<file path="src/rtl/vga_pkg.sv">
// vga_pkg: 640x480@60 timing constants shared by the VGA timing generator.
// Sync positions are derived here so every consumer agrees on them.
package vga_pkg;

    // Horizontal timing, in pixel clocks
    localparam int unsigned H_VISIBLE = 640;
    localparam int unsigned H_FP      = 16;
    localparam int unsigned H_SYNC    = 96;
    localparam int unsigned H_BP      = 48;
    localparam int unsigned H_TOTAL   = H_VISIBLE + H_FP + H_SYNC + H_BP;   // 800

    // Vertical timing, in lines
    localparam int unsigned V_VISIBLE = 480;
    localparam int unsigned V_FP      = 10;
    localparam int unsigned V_SYNC    = 2;
    localparam int unsigned V_BP      = 33;
    localparam int unsigned V_TOTAL   = V_VISIBLE + V_FP + V_SYNC + V_BP;   // 525

    // Derived sync windows (inclusive bounds)
    localparam int unsigned H_SYNC_START = H_VISIBLE + H_FP;                // 656
    localparam int unsigned H_SYNC_END   = H_SYNC_START + H_SYNC - 1;       // 751
    localparam int unsigned V_SYNC_START = V_VISIBLE + V_FP;                // 490
    localparam int unsigned V_SYNC_END   = V_SYNC_START + V_SYNC - 1;       // 491

endpackage

</file>
<file path="src/rtl/vga_timing_gen.sv">
// vga_timing_gen: 640x480@60 pixel/line counters with registered decode of
// blank, hs, vs, line_start and frame_start. Decode is computed from the
// next-state counter values so every registered output describes the same
// (DrawX, DrawY) pair that is presented in that cycle.
// Optional build macro VGA_SYNC_DELAY_EN: adds one register stage to hs/vs
// so they line up with a one-cycle registered pixel path.
// Timing defaults come from vga_pkg; the parameters allow a shortened raster.
module vga_timing_gen
    import vga_pkg::*;
#(
    parameter int unsigned H_VISIBLE_P = H_VISIBLE,
    parameter int unsigned H_FP_P      = H_FP,
    parameter int unsigned H_SYNC_P    = H_SYNC,
    parameter int unsigned H_BP_P      = H_BP,
    parameter int unsigned V_VISIBLE_P = V_VISIBLE,
    parameter int unsigned V_FP_P      = V_FP,
    parameter int unsigned V_SYNC_P    = V_SYNC,
    parameter int unsigned V_BP_P      = V_BP
) (
    input  logic       vga_clk,
    input  logic       reset_n,
    output logic [9:0] DrawX,
    output logic [9:0] DrawY,
    output logic       blank,
    output logic       hs,
    output logic       vs,
    output logic       line_start,
    output logic       frame_start
);

    // 10-bit compare constants derived from the active timing parameters
    localparam logic [9:0] H_LAST   = 10'(H_VISIBLE_P + H_FP_P + H_SYNC_P + H_BP_P - 1);
    localparam logic [9:0] V_LAST   = 10'(V_VISIBLE_P + V_FP_P + V_SYNC_P + V_BP_P - 1);
    localparam logic [9:0] H_VIS    = 10'(H_VISIBLE_P);
    localparam logic [9:0] V_VIS    = 10'(V_VISIBLE_P);
    localparam logic [9:0] HS_START = 10'(H_VISIBLE_P + H_FP_P);
    localparam logic [9:0] HS_END   = 10'(H_VISIBLE_P + H_FP_P + H_SYNC_P - 1);
    localparam logic [9:0] VS_START = 10'(V_VISIBLE_P + V_FP_P);
    localparam logic [9:0] VS_END   = 10'(V_VISIBLE_P + V_FP_P + V_SYNC_P - 1);

    logic [9:0] x_q, x_d;
    logic [9:0] y_q, y_d;
    logic       blank_q, blank_d;
    logic       hs_q, hs_d;
    logic       vs_q, vs_d;
    logic       line_start_q, line_start_d;
    logic       frame_start_q, frame_start_d;

    // Next counter position with explicit wrap, and decode of that position
    always_comb begin
        x_d = x_q;
        y_d = y_q;
        if (x_q == H_LAST) begin
            x_d = 10'd0;
            if (y_q == V_LAST) begin
                y_d = 10'd0;
            end else begin
                y_d = y_q + 10'd1;
            end
        end else begin
            x_d = x_q + 10'd1;
        end
        blank_d       = (x_d < H_VIS) && (y_d < V_VIS);
        hs_d          = !((x_d >= HS_START) && (x_d <= HS_END));
        vs_d          = !((y_d >= VS_START) && (y_d <= VS_END));
        line_start_d  = (x_d == 10'd0);
        frame_start_d = (x_d == 10'd0) && (y_d == 10'd0);
    end

    // Counter and decoded-output registers; reset parks at (0,0) with no pulses
    always_ff @(posedge vga_clk or negedge reset_n) begin
        if (!reset_n) begin
            x_q           <= 10'd0;
            y_q           <= 10'd0;
            blank_q       <= 1'b1;
            hs_q          <= 1'b1;
            vs_q          <= 1'b1;
            line_start_q  <= 1'b0;
            frame_start_q <= 1'b0;
        end else begin
            x_q           <= x_d;
            y_q           <= y_d;
            blank_q       <= blank_d;
            hs_q          <= hs_d;
            vs_q          <= vs_d;
            line_start_q  <= line_start_d;
            frame_start_q <= frame_start_d;
        end
    end

`ifdef VGA_SYNC_DELAY_EN
    logic hs_dly_q, hs_dly_d;
    logic vs_dly_q, vs_dly_d;

    // Extra sync stage input: previous cycle's decoded sync
    always_comb begin
        hs_dly_d = hs_q;
        vs_dly_d = vs_q;
    end

    // Extra sync stage; idles at the inactive (high) level
    always_ff @(posedge vga_clk or negedge reset_n) begin
        if (!reset_n) begin
            hs_dly_q <= 1'b1;
            vs_dly_q <= 1'b1;
        end else begin
            hs_dly_q <= hs_dly_d;
            vs_dly_q <= vs_dly_d;
        end
    end

    assign hs = hs_dly_q;
    assign vs = vs_dly_q;
`else
    assign hs = hs_q;
    assign vs = vs_q;
`endif

    assign DrawX       = x_q;
    assign DrawY       = y_q;
    assign blank       = blank_q;
    assign line_start  = line_start_q;
    assign frame_start = frame_start_q;

endmodule
</file>
<file path="config.mk">
export PLATFORM = sky130hd
export DESIGN_NAME = vga_timing_gen
export DESIGN_NICKNAME = d
export VERILOG_FILES = /design/src/rtl/vga_pkg.sv /design/src/rtl/vga_timing_gen.sv
export SDC_FILE = /design/constraint.sdc
export NUM_CORES = 1
export LEC_CHECK = 0
export ABC_CLOCK_PERIOD_IN_PS = 3900
export CORE_ASPECT_RATIO = 0.5
export CORE_MARGIN = 10
export CORE_UTILIZATION = 55
export DETAILED_ROUTE_END_ITERATION = 8
export GPL_ROUTABILITY_DRIVEN = 0
export PLACE_DENSITY = 0.87
export SKIP_CTS_REPAIR_TIMING = 1
export SLEW_MARGIN = 20
export SYNTH_ARGS = -nofsm -noshare
export SYNTH_HDL_FRONTEND = slang
export SYNTH_SLANG_ARGS = --single-unit
</file>
<file path="constraint.sdc">
create_clock -name vga_clk -period 3.9 [get_ports vga_clk]
set_input_delay 0.78 -clock vga_clk [delete_from_list [all_inputs] [get_ports vga_clk]]
set_output_delay 0.78 -clock vga_clk [all_outputs]
set_load 0.01 [all_outputs]
</file>
==> flow_summary.yaml, run 1 <==
power:
  clkPwrFrac_pct: 37.2
  swShare_pct: 20.9
  leakage_nw: 0.793
  total_power_w: 0.000420
  internal_power_w: 0.000333
  pwr-share-comb_pct: 1.2
  power_density_nw_per_um2: 232
  pwr-share-seq_pct: 61.6
  p_switching_w: 0.0000878
  ir_drop_mv: 0.143
route:
  viasPerCell: 5.83
  wirelength_um: 3620
  wl_per_cell_um: 16.5
  drt_iter0_drc: 89
  drt_pre_antenna_iters: 4
  drc_errors: 0
  via_count: 1276
  drt.antenna.violating_nets: 0
placement:
  dp_hpwl_um: 2650
  dp.cells: 215
  io_buffers: 26
  dp_slack_ns: 1.45
setup_path:
  path_max_fanout: 9
  cp-end-kind: "register"
  start_kind: "register"
  worst_path_max_delay_cell: "dfrtp_1"
  crit_family: "simple AND/OR/NAND/NOR gates"
  crit_path_cell_trace: "ha_1 -> and4_1 -> and3_1 -> nand4_1 -> a22oi_1 -> nor4_2 -> nor3_1"
  cp_data_required_time_ns: 4.10
  path_class: "reg -> reg"
  cp_num_buf_inv: 0
  max_stage_delay_ns: 0.47
  arrival_ns: 2.71
die:
  rows: 13
  ioPinCount: 27
  die_w_um: 94.4
  dieHeight_um: 57.2
  initial_core_util_pct: 58.1
  die_area_sq_um: 5400
  core_area_sq_um: 2620
timing:
  worst_pin_slew_ns: 0.572
  finClkSkew_ns: 0.00704
  relSlewSlack_pct: 61.5
  finalSetupViolations: 0
  max_freq_mhz: 398
  min_period_ns: 2.52
  period_share_pct: 64.5
  timing.hold.ws_ns: 0.482
  drv_slew: 0
  rsz0062_at_grt: "no"
  hold_viol: 0
  fin_setup_tns_ns: 0
  setup_ws_ns: 1.38
logic_synthesis:
  synth_cells: 161
  ys_ff_latch: 25
  syn_area_per_cell_sq_um: 9.45
  synth_top_family_by_area: "simple AND/OR/NAND/NOR gates"
  ys_warn_count: 0
  synthArstFlopShare_pct: 100
  yosys.area_share.simple_pct: 27.6
  synth_cell_types: 47
  syn-num-nets: 167
  synth_edf_count: 0
  synth_fa_ha_area_share_pct: 3.29
  synth_mux_area_share_pct: 1.40
  synth_seq_area_share_pct: 41.4
  synth_compound_area_share_pct: 14.0
  yosys_most_used_dff: "dfrtp_1"
  synth_area_sq_um: 1520
  synthXorXnorAreaFrac_pct: 5.76
global_route:
  grt_max_degree: 26
  overflow: 0
  antenna_found_initial: 0
  first_global_vias: 1212
  grt_pass1_wl_um: 6030
  grt_usage_pct: 13.8
clocking:
  cts.reportedPaths.clkPinSlew_ns: 0.09
  clk_latency_ns: 0.27
  cts_sinks: 25
  cts_buffer_depth: 2
  h-tree-depth: 1
  clock-root-buffer: "clkbuf_8"
  numCtsBuffers: 3
  cts_tree: "done"
job:
  cap_violations: 0
final_layout:
  layout.nets: 189
  fill_cells: 208
  final_common_cell: "clkdlybuf4s50_1"
  area_growth_syn_to_layout_pct: 19.2
  seq_area_sq_um: 629
  multi_input_area_sq_um: 792
  final_cell_mix: "clkdlybuf4s50_1, dfrtp_1, nand2_1"
  n_antenna_cell: 0
  drive_gt1_share_pct: 9.89
  fin_cells: 219
min_path:
  min_path_type: "in -> async"
run_status:
  status: "finished clean"
[synthesized netlist by cell type, types with 2 or more instances]
| cell | instances | share of area [%] |
|---|---|---|
| nand3_1 | 10 | 3.3 |
| and4_1 | 5 | 2.9 |
| clkbuf_1 | 2 | 0.49 |
| a211oi_1 | 2 | 0.99 |
| a21oi_1 | 8 | 2.6 |
| dfstp_2 | 3 | 5.2 |
| and3_1 | 6 | 2.5 |
| ha_1 | 4 | 3.3 |
| clkbuf_2 | 3 | 0.99 |
| buf_6 | 2 | 1.5 |
| o21ai_0 | 9 | 3.0 |
| nand4_1 | 4 | 1.6 |
| nor3_1 | 4 | 1.3 |
| nor2_1 | 7 | 1.7 |
| dfrtp_1 | 22 | 36 |
| or3_1 | 3 | 1.2 |
| xnor2_1 | 5 | 2.9 |
| xor2_1 | 5 | 2.9 |
| nor4_2 | 2 | 1.6 |
| nand2_1 | 15 | 3.7 |
| inv_1 | 12 | 3.0 |
| buf_2 | 2 | 0.66 |
| nor4_1 | 2 | 0.82 |
[kinds of logic (layout without fill, tap and decap cells)]
kind of cell               Yosys count  after routing
muxes                                2              2
DFF                                 25             25
xor gates and xnor gates            10             10
and+or+nand+nor                     67             67
AOI/OAI and AO/OA                   32             32
adders and majority gates            4              4
buffers and inverters               21             42
[sequential cells by signal, indices dropped and copies added, names as in the netlist]
name	count
hs	1
vs	1
blank	1
line_start	1
DrawX	10
DrawY	10
frame_start	1
[layout make-up]
cell class / instances / share of cell area (%)
multi-input combinational: 115 / 43.7
inverter: 12 / 2.48
timing repair buffer: 26 / 14.1
clock buffer: 4 / 2.48
sequential: 25 / 34.7
tap: 37 / 2.55
[final timing paths]
kind,start,to,slack [ns],depth (start not counted)
max in group asynchronous,reset_n,hs,3.05,1
setup / recovery,DrawX[0],blank,1.38,7
min in group vga_clk,DrawX[0],DrawX[0],0.59,1
hold / removal,reset_n,DrawX[6],0.48,1
hold reg to reg,DrawX[0],DrawX[0],0.59,1
setup reg to reg,DrawX[0],blank,1.38,7
[power by group through the flow]
stage	logic, W	clock network, W	registers, W
after floorplan	0.000000000391	0	0.000264
after global placement	0.00000599	0	0.000264
after detailed placement	0.00000613	0	0.000264
after CTS	0.00000606	0.000159	0.000259
after global routing	0.00000615	0.000170	0.000259
final	0.00000512	0.000156	0.000259
[metal layers]
metal  share of wire (%)  GRT usage [%]  up-vias
met5                   0              0        -
met4                0.72           4.30        0
met3                 8.1           4.56        4
met2                  47           21.7       36
met1                  44           17.6      614
li1                    -              -      622
[stage by stage]
stage                     instance area, sq um  utilization (%)
after floorplan                           1520                -
after global placement                    1770             67.7
after detailed placement                  1770             67.7
after CTS                                 1820             69.4
after global routing                      1810             69.2
final                                     1810             69.2
No activity file was read; power rests on OpenSTA's default activity.
==> inputs of run 2 (changes only) <==
Settings changed: ABC_CLOCK_PERIOD_IN_PS 3900 to 2020, CORE_UTILIZATION 55 to 47, PLACE_DENSITY 0.87 to 0.79.
Clock period 3.9 ns to 2.02 ns, I/O delays scaled along.
==> run 2 against run 1 <==
  * The flow now finishes with violations (negative setup slack)
  * Critical endpoint is now frame_start
  * Non-clock buffer count grew 32
  * Clock power grew 90%
  * Highest routed layer unchanged
  * Clock-buffer cell count is the same
  * Final cell count grew 16%
  * Sequential cell count is the same
  * First-iteration DRC count grew 46%
  * Sequential power grew 93%
  * Die area grew 12%
  * Maximum frequency grew 23%
  * Total power grew 93%
  * Critical path depth is the same
  * Via count grew 16%
==> flow_summary.yaml, run 2 (synthesis gave the netlist of run 1 again) <==
timing:
  worst_pin_slew_ns: 0.372
  finalSetupViolations: 1
  rsz0062_at_grt: "yes"
  hold_viol: 0
  finClkSkew_ns: 0.00774
  max_freq_mhz: 489
  drv_slew: 0
  period_share_pct: 101
  setup_ws_ns: -0.0240
  fin_setup_tns_ns: -0.0240
  relSlewSlack_pct: 75.0
  min_period_ns: 2.04
  timing.hold.ws_ns: 0.494
clocking:
  clk_latency_ns: 0.27
  cts_buffer_depth: 2
  numCtsBuffers: 3
  clock-root-buffer: "clkbuf_8"
  cts_sinks: 25
  h-tree-depth: 1
  cts_tree: "done"
  cts.reportedPaths.clkPinSlew_ns: 0.09
placement:
  io_buffers: 26
  dp.cells: 244
  dp_hpwl_um: 3000
  placed_area_sq_um: 2000
global_route:
  use_met3_pct: 4.14
  busiest_layer: "met2"
  overflow: 0
  use_met2_pct: 25.0
  grt_usage_pct: 13.9
  grt_max_degree: 26
  grt_pass1_wl_um: 6780
  first_global_vias: 1402
  antenna_found_initial: 0
  use_met1_pct: 15.8
setup_path:
  arrival_ns: 2.25
  crit_path_cell_trace: "or3_1 -> nor4_4 -> buf_4 -> nand2_1 -> o31ai_2 -> and3_1 -> and4_1"
  path_class: "reg -> reg"
  start_kind: "register"
  cp_data_required_time_ns: 2.23
  max_stage_delay_ns: 0.45
  cp-end-kind: "register"
  crit_family: "simple AND/OR/NAND/NOR gates"
  worst_path_max_delay_cell: "dfrtp_1"
  path_max_fanout: 4
  cp_num_buf_inv: 1
power:
  ir_drop_mv: 0.224
  leakage_nw: 0.984
  power_density_nw_per_um2: 370
final_layout:
  fill_cells: 213
  n_antenna_cell: 0
  final_common_cell: "buf_4"
  layout.nets: 221
  area_growth_syn_to_layout_pct: 43.8
  drive_gt1_share_pct: 30.4
  design_area_sq_um: 2190
  final_cell_mix: "buf_4, clkdlybuf4s50_1, dfrtp_1"
  fin_cells: 254
min_path:
  min_path_type: "in -> async"
route:
  via_count: 1480
  drt_pre_antenna_iters: 7
  drc_errors: 0
  drt.antenna.violating_nets: 0
  wl_per_cell_um: 17.7
  wirelength_um: 4500
  drt_iter0_drc: 130
  viasPerCell: 5.83
die:
  rows: 14
  dieHeight_um: 60.2
  ioPinCount: 27
  die_area_sq_um: 6050
  die_w_um: 100
  initial_core_util_pct: 49.9
  core_area_sq_um: 3050
job:
  cap_violations: 0
run_status:
  status: "complete, but fails checks"
  violations: "negative setup slack"
-- run 2: path summary, 6_finish.rpt --
path | start | to | slack (ns) | depth (start not counted)
max reg2reg | DrawY[8] | frame_start | -0.02 | 7
min | reset_n | DrawX[3] | 0.49 | 2
min reg2reg | DrawX[0] | DrawX[0] | 0.59 | 2
max | DrawY[8] | frame_start | -0.02 | 7
max in group asynchronous | reset_n | blank | 1.23 | 2
min in group vga_clk | DrawX[0] | DrawX[0] | 0.59 | 2
-- run 2: report_power, final --
part,switching (W),internal (W),total (W)
registers,0,0.000500,0.000500
logic,0.00000992,0.00000296,0.0000129
clock network,0.000155,0.000141,0.000296
total,0.000165,0.000644,0.000810
-- run 2: metal layers --
metal  vias up  wire, um
met5         -         0
met3        12       334
li1        689         -
met4         0       119
met2        72      2230
met1       707      1810
-- run 2: through the flow --
stage	setup WS, ns	util [%]	total power, W
final	-0.0240	71.8	0.000810
after global routing	-0.0954	71.8	0.000849
after CTS	-0.0531	67.0	0.000822
after detailed placement	-0.0269	65.5	0.000524
after global placement	-0.0155	65.5	0.000523
after floorplan	0.00237	-	0.000510
-- run 2: area by class of cell --
cell class	count	area [sq um]	area share, %
Timing Repair Buffer	58	500	22.9
Sequential cell	25	633	28.9
Tap cell	40	50.0	2.29
Clock buffer	4	45.0	2.06
Multi-Input combinational cell	115	915	41.8
Inverter	12	45.0	2.06
